File: config.mk
export PLATFORM = sky130hd
export DESIGN_NAME = usb_uart_arbiter
export DESIGN_NICKNAME = d
export VERILOG_FILES = /design/src/rtl/usb_uart_arbiter.sv
export SDC_FILE = /design/constraint.sdc
export NUM_CORES = 1
export LEC_CHECK = 0
export CORE_ASPECT_RATIO = 0.5
export CORE_UTILIZATION = 58
export DETAILED_ROUTE_END_ITERATION = 8
export GPL_TIMING_DRIVEN = 1
export PLACE_DENSITY = 0.89
export SETUP_SLACK_MARGIN = 0.02
export SKIP_CTS_REPAIR_TIMING = 1
export SLEW_MARGIN = 10
export SYNTH_ARGS = -nofsm -noshare
export SYNTH_HDL_FRONTEND = slang
export SYNTH_SLANG_ARGS = --single-unit
File: constraint.sdc
create_clock -name clk48 -period 4.75 [get_ports clk48]
set_input_delay 1.1875 -clock clk48 [delete_from_list [all_inputs] [get_ports clk48]]
set_output_delay 1.1875 -clock clk48 [all_outputs]
set_load 0.01 [all_outputs]
File: src/rtl/usb_uart_arbiter.sv
// Arbitrates the single UART transmitter between the annunciator pull stream and the
// priority log push stream, with a log burst cap and a periodic annunciator refresh token.
module usb_uart_arbiter #(
   parameter int unsigned LOG_BURST   = 32,
   parameter int unsigned ANN_BURST   = 16,
   parameter int unsigned ANN_TIMEOUT = 255,
   parameter int unsigned REFRESH_DIV = 4800
) (
   input  logic       clk48,
   input  logic       rst_n,
   input  logic       ann_en,
   output logic       ann_inc,
   input  logic [7:0] ann_dout,
   input  logic       ann_dout_v,
   input  logic [7:0] log_data,
   input  logic       log_valid,
   output logic       log_ready,
   output logic [7:0] tx_data,
   output logic       tx_start,
   input  logic       tx_busy,
   output logic       grant_log,
   output logic       ann_err
);
   localparam int unsigned RefW = $clog2(REFRESH_DIV);
   localparam int unsigned LogW = $clog2(LOG_BURST + 1);
   localparam int unsigned AnnW = $clog2(ANN_BURST + 1);
   localparam int unsigned ToW  = $clog2(ANN_TIMEOUT + 1);

   localparam logic [RefW-1:0] RefLast  = RefW'(REFRESH_DIV - 1);
   localparam logic [RefW-1:0] RefOne   = RefW'(1);
   localparam logic [LogW-1:0] LogMax   = LogW'(LOG_BURST);
   localparam logic [LogW-1:0] LogOne   = LogW'(1);
   localparam logic [AnnW-1:0] AnnBurst = AnnW'(ANN_BURST);
   localparam logic [AnnW-1:0] AnnOne   = AnnW'(1);
   localparam logic [ToW-1:0]  ToLast   = ToW'(ANN_TIMEOUT - 1);
   localparam logic [ToW-1:0]  ToOne    = ToW'(1);

   localparam logic [2:0] StIdle    = 3'd0;
   localparam logic [2:0] StAnnReq  = 3'd1;
   localparam logic [2:0] StAnnRel  = 3'd2;
   localparam logic [2:0] StLogAcc  = 3'd3;
   localparam logic [2:0] StTxStart = 3'd4;
   localparam logic [2:0] StTxWait  = 3'd5;

   logic [2:0]      state_q, state_d;
   logic [RefW-1:0] ref_cnt_q, ref_cnt_d;
   logic            token_q, token_d;
   logic [LogW-1:0] log_cnt_q, log_cnt_d;
   logic [AnnW-1:0] ann_left_q, ann_left_d;
   logic [ToW-1:0]  to_cnt_q, to_cnt_d;
   logic [7:0]      tx_data_q, tx_data_d;
   logic            grant_log_q, grant_log_d;
   logic            ann_err_q, ann_err_d;
   logic            src_log_q, src_log_d;
   logic            first_q, first_d;
   logic            ann_grant;
   logic [AnnW-1:0] ann_left_dec;

   assign ann_left_dec = ann_left_q - AnnOne;

   always_comb begin
      state_d     = state_q;
      ref_cnt_d   = (ref_cnt_q == RefLast) ? '0 : ref_cnt_q + RefOne;
      token_d     = token_q;
      log_cnt_d   = log_cnt_q;
      ann_left_d  = ann_left_q;
      to_cnt_d    = to_cnt_q;
      tx_data_d   = tx_data_q;
      grant_log_d = grant_log_q;
      ann_err_d   = ann_err_q;
      src_log_d   = src_log_q;
      first_d     = first_q;
      ann_grant   = 1'b0;
      ann_inc     = 1'b0;
      log_ready   = 1'b0;
      tx_start    = 1'b0;

      unique case (state_q)
         StIdle: begin
            if (token_q && ann_en && ((log_cnt_q >= LogMax) || !log_valid)) begin
               ann_grant   = 1'b1;
               ann_left_d  = AnnBurst;
               log_cnt_d   = '0;
               grant_log_d = 1'b0;
               to_cnt_d    = '0;
               state_d     = StAnnReq;
            end else if (log_valid) begin
               state_d = StLogAcc;
            end else begin
               log_cnt_d = '0;
            end
         end
         StAnnReq: begin
            ann_inc = 1'b1;
            // A byte arriving on the final timeout cycle still wins.
            if (ann_dout_v) begin
               tx_data_d = ann_dout;
               src_log_d = 1'b0;
               state_d   = StAnnRel;
            end else if (to_cnt_q == ToLast) begin
               ann_err_d  = 1'b1;
               ann_left_d = '0;
               state_d    = StIdle;
            end else begin
               to_cnt_d = to_cnt_q + ToOne;
            end
         end
         StAnnRel: state_d = StTxStart;
         StLogAcc: begin
            log_ready   = 1'b1;
            tx_data_d   = log_data;
            grant_log_d = 1'b1;
            src_log_d   = 1'b1;
            if (log_cnt_q < LogMax) log_cnt_d = log_cnt_q + LogOne;
            state_d = StTxStart;
         end
         StTxStart: begin
            if (!tx_busy) begin
               tx_start = 1'b1;
               first_d  = 1'b1;
               state_d  = StTxWait;
            end
         end
         StTxWait: begin
            // tx_busy only rises the cycle after tx_start, so skip that first cycle.
            if (first_q) begin
               first_d = 1'b0;
            end else if (!tx_busy) begin
               if (src_log_q) begin
                  state_d = StIdle;
               end else begin
                  ann_left_d = ann_left_dec;
                  if ((ann_left_dec != '0) && ann_en) begin
                     to_cnt_d = '0;
                     state_d  = StAnnReq;
                  end else begin
                     state_d = StIdle;
                  end
               end
            end
         end
         default: state_d = StIdle;
      endcase

      if (ann_grant) token_d = 1'b0;
      if ((ref_cnt_q == RefLast) && ann_en) token_d = 1'b1;
      if (!ann_en) token_d = 1'b0;
   end

   always_ff @(posedge clk48 or negedge rst_n) begin
      if (!rst_n) begin
         state_q     <= StIdle;
         ref_cnt_q   <= '0;
         token_q     <= 1'b0;
         log_cnt_q   <= '0;
         ann_left_q  <= '0;
         to_cnt_q    <= '0;
         tx_data_q   <= 8'h00;
         grant_log_q <= 1'b0;
         ann_err_q   <= 1'b0;
         src_log_q   <= 1'b0;
         first_q     <= 1'b0;
      end else begin
         state_q     <= state_d;
         ref_cnt_q   <= ref_cnt_d;
         token_q     <= token_d;
         log_cnt_q   <= log_cnt_d;
         ann_left_q  <= ann_left_d;
         to_cnt_q    <= to_cnt_d;
         tx_data_q   <= tx_data_d;
         grant_log_q <= grant_log_d;
         ann_err_q   <= ann_err_d;
         src_log_q   <= src_log_d;
         first_q     <= first_d;
      end
   end

   assign tx_data   = tx_data_q;
   assign grant_log = grant_log_q;
   assign ann_err   = ann_err_q;

endmodule

==> results.yml <==
floorplanning:
  core_sq_mm: 0.00402
  die_h_microns: 48.6
  die_w_microns: 95.1
  start_util: 0.625
  rows: 16
  io_pins: 35
  die_area_sq_mm: 0.00462
sta:
  period_needed_ps: 3630
  maxSlewHeadroom: 0.292
  hold_viol: 0
  worst_pin_slew_ps: 1060
  setup_tns_ps: 0
  drv_slew: 0
  rsz0062_at_grt: "false"
  max_freq_mhz: 276
  skew_ps: 10.7
  setup_violations: 0
  period_share: 0.764
flow_run:
  cap_violations: 0
routing:
  avgViaCountPerCell: 6.05
  drt_iter0_markers: 85
  wl_per_cell_microns: 15.5
  via_count: 2075
  ant_nets: 0
  drc: 0
  wirelength_microns: 5320
  dr.pass1.iters: 4
logic_synthesis:
  synth_cells: 254
  syn_area_per_cell_sq_um: 9.90
  synth.distinct_cells: 53
  synth_ff_type: "dfrtp_1"
  synth_fp_nets: 283
  synth_edf_count: 0
  postSynth.asyncResetShare: 1.00
  ys_seq_area_frac: 0.478
  synth.cell_area_sq_mm: 0.00251
  yosys_register_bits: 48
  synth_top_cell_area_share: 0.478
  yosysWarningCount: 0
  yosysTopAreaCell: "dfrtp_1"
  ys_top_cells_by_area: "dfrtp_1 (48%), o21ai_0 (5.2%), mux2i_1 (4.0%)"
place:
  place.gp.congestion: 0.850
  place_hpwl_microns: 3770
  dpl_cell_area_sq_mm: 0.00288
  port_buffers: 34
clocking:
  path_clk_slew_ps: 90
  numCtsBuffers: 5
  cts-root-buf: "clkbuf_8"
  clock_latency_ps: 310
  clock_sinks: 48
  cts_max_level: 2
  cts_tree: "built"
  cts_buffer_depth: 2
power_and_ir_drop:
  power_uw: 1440
  vdd_ir_drop_max_mv: 0.223
  p_comb_frac: 0.362
  swShare: 0.363
  clock_power_share: 0.207
  p_int_uw: 919
  seqPwrFrac: 0.431
  p_leak_uw: 0.00129
  cellPowerDensity_mw_per_mm2: 483
  p_switching_uw: 523
min_path:
  hp-class: "register to register"
  hold_depth: 1
  hold_start: "ref_cnt_q[0]$_DFF_PN0_"
  hold_end: "ref_cnt_q[0]$_DFF_PN0_"
setup_path:
  critPathMaxFanout: 5
  r2r-start: "state_q[2]$_DFFE_PN0P_"
  crit_chain: "clkdlybuf4s50_1 > nor3_1 > clkdlybuf4s50_1"
  cpMostUsedCell: "clkdlybuf4s50_1"
  critical-path-max-stage-delay_ps: 560
  critPathKind: "input pin to primary output"
  cp_top_family: "buffers and inverters"
  r2r_setup_slack_ps: 2440
  cp.required_ps: 3560
  cp-start-kind: "input pin"
  timing.rr.end: "tx_data[0]$_DFFE_PN0P_"
  rr_worst_depth: 5
  crit_arrival_ps: 2440
  crit_path_end_kind: "primary output"
  slowest_stage: "clkdlybuf4s50_1"
  cp_num_buf_inv: 2
grt:
  grt_pass1_vias: 1985
  grt_start_max_net_pins: 49
  grt_overflow: 0
  antenna_found_initial: 0
  grt_usage: 0.250
  grt_pass1_wl_microns: 8790
outcome:
  status: "complete, no violations"
cells_and_area:
  layout-drive-gt1-share: 0.0657
  postLayoutCellArea_sq_mm: 0.00299
  final_nets: 317
  syn2layout_area_growth_pct: 18.8
  diodes: 0
-- sequential cells by signal, summed over array words and instances, names as in the netlist --
signal	flops
token_q	1
first_q	1
tx_data	8
to_cnt_q	8
ref_cnt_q	13
state_q	3
log_cnt_q	6
grant_log	1
ann_left_q	5
ann_err	1
src_log_q	1
-- layout by cell type (no fill, tap or decap), types with 2 or more instances in the layout --
cell / instances
a2111oi_0: 2
nand2_1: 22
a31oi_1: 3
nor3_1: 6
nand2b_1: 6
or3_1: 2
xor2_1: 5
nor3b_1: 4
nor2_1: 15
clkbuf_8: 5
a21o_1: 6
o21a_1: 4
o22a_1: 2
xnor2_1: 3
ha_1: 7
nand3_1: 15
and3_1: 5
nand4_1: 2
a21oi_1: 6
o21ai_0: 26
a22o_1: 2
or2_2: 3
clkdlybuf4s50_1: 33
inv_1: 9
dfrtp_1: 48
o31ai_1: 5
mux2i_1: 10
o41ai_1: 3
nor2b_1: 5
-- worst max path at each step --
stage,startpoint,to,slack [ps],cells past startpoint
4_1_cts,tx_busy,tx_start,1130,3
3_5_place_dp,tx_busy,tx_start,1130,3
5_1_grt,state_q[2]$_DFFE_PN0P_,log_ready,1070,3
3_3_place_gp,tx_busy,tx_start,1170,3
2_1_floorplan,tx_busy,tx_start,2090,1
6_report,tx_busy,tx_start,1120,3
-- through the flow --
stage	hold WS, ps	setup WS [ps]	std cells	util
CTS	502	1130	343	0.742
global placement	443	1170	335	0.715
finish	497	1120	343	0.742
global route	520	1070	343	0.742
detailed placement	488	1130	335	0.715
floorplan	448	2090	254	-
-- power groups by stage --
stage          clock network [uW]  logic [uW]  registers, uW
2_1_floorplan                   0         362            597
3_3_place_gp                    0         492            618
3_5_place_dp                    0         518            626
4_1_cts                       299         525            618
5_1_grt                       321         580            634
6_report                      298         522            622
-- kinds of logic (layout without fill, tap and decap cells) --
kind of cell	after synthesis	after routing	share of synthesized area
AO/OA/AOI/OAI	67	67	0.180
XOR/XNOR	8	8	0.0279
adder cells (fa/ha/maj)	7	7	0.0348
buffers and inverters	17	52	0.0314
flip-flops	48	48	0.478
multiplexers	11	11	0.0443
AND/OR/NAND/NOR	96	96	0.204
-- routing by layer --
metal | vias to the layer above | track usage | part of all wire
li1 | 988 | - | -
met1 | 1048 | 0.302 | 0.45
met2 | 35 | 0.439 | 0.50
met3 | 4 | 0.0692 | 0.035
met4 | 0 | 0.0631 | 0.0064
met5 | - | 0 | 0
-- cell type report --
type                    instances  area (sq um)
multi-input cells             189          1230
flip-flops and latches         48          1200
fillers                       277          1040
repair buffers                 34           335
clock buffers                   5          68.8
well taps                      54          67.6
clock inverters                 3          42.5
inverters                      10          37.5
-- worst reg2reg max path, delay by kind of cell (launching register included) --
family                 cells  cell delay [ps]
flip-flops                 1              560
AND/OR/NAND/NOR            2             1060
buffers and inverters      1              160
AO/OA/AOI/OAI              1              100
multiplexers               1              290
-- cell usage after synthesis, types with 4 or more instances --
master,n
a21o_1,6
a21oi_1,6
and3_1,5
dfrtp_1,48
ha_1,7
inv_1,9
mux2i_1,10
nand2_1,22
nand2b_1,6
nand3_1,15
nor2_1,15
nor2b_1,5
nor3_1,6
nor3b_1,4
o21a_1,4
o21ai_0,26
o31ai_1,5
xor2_1,5
No activity file was read; power rests on OpenSTA's default activity.
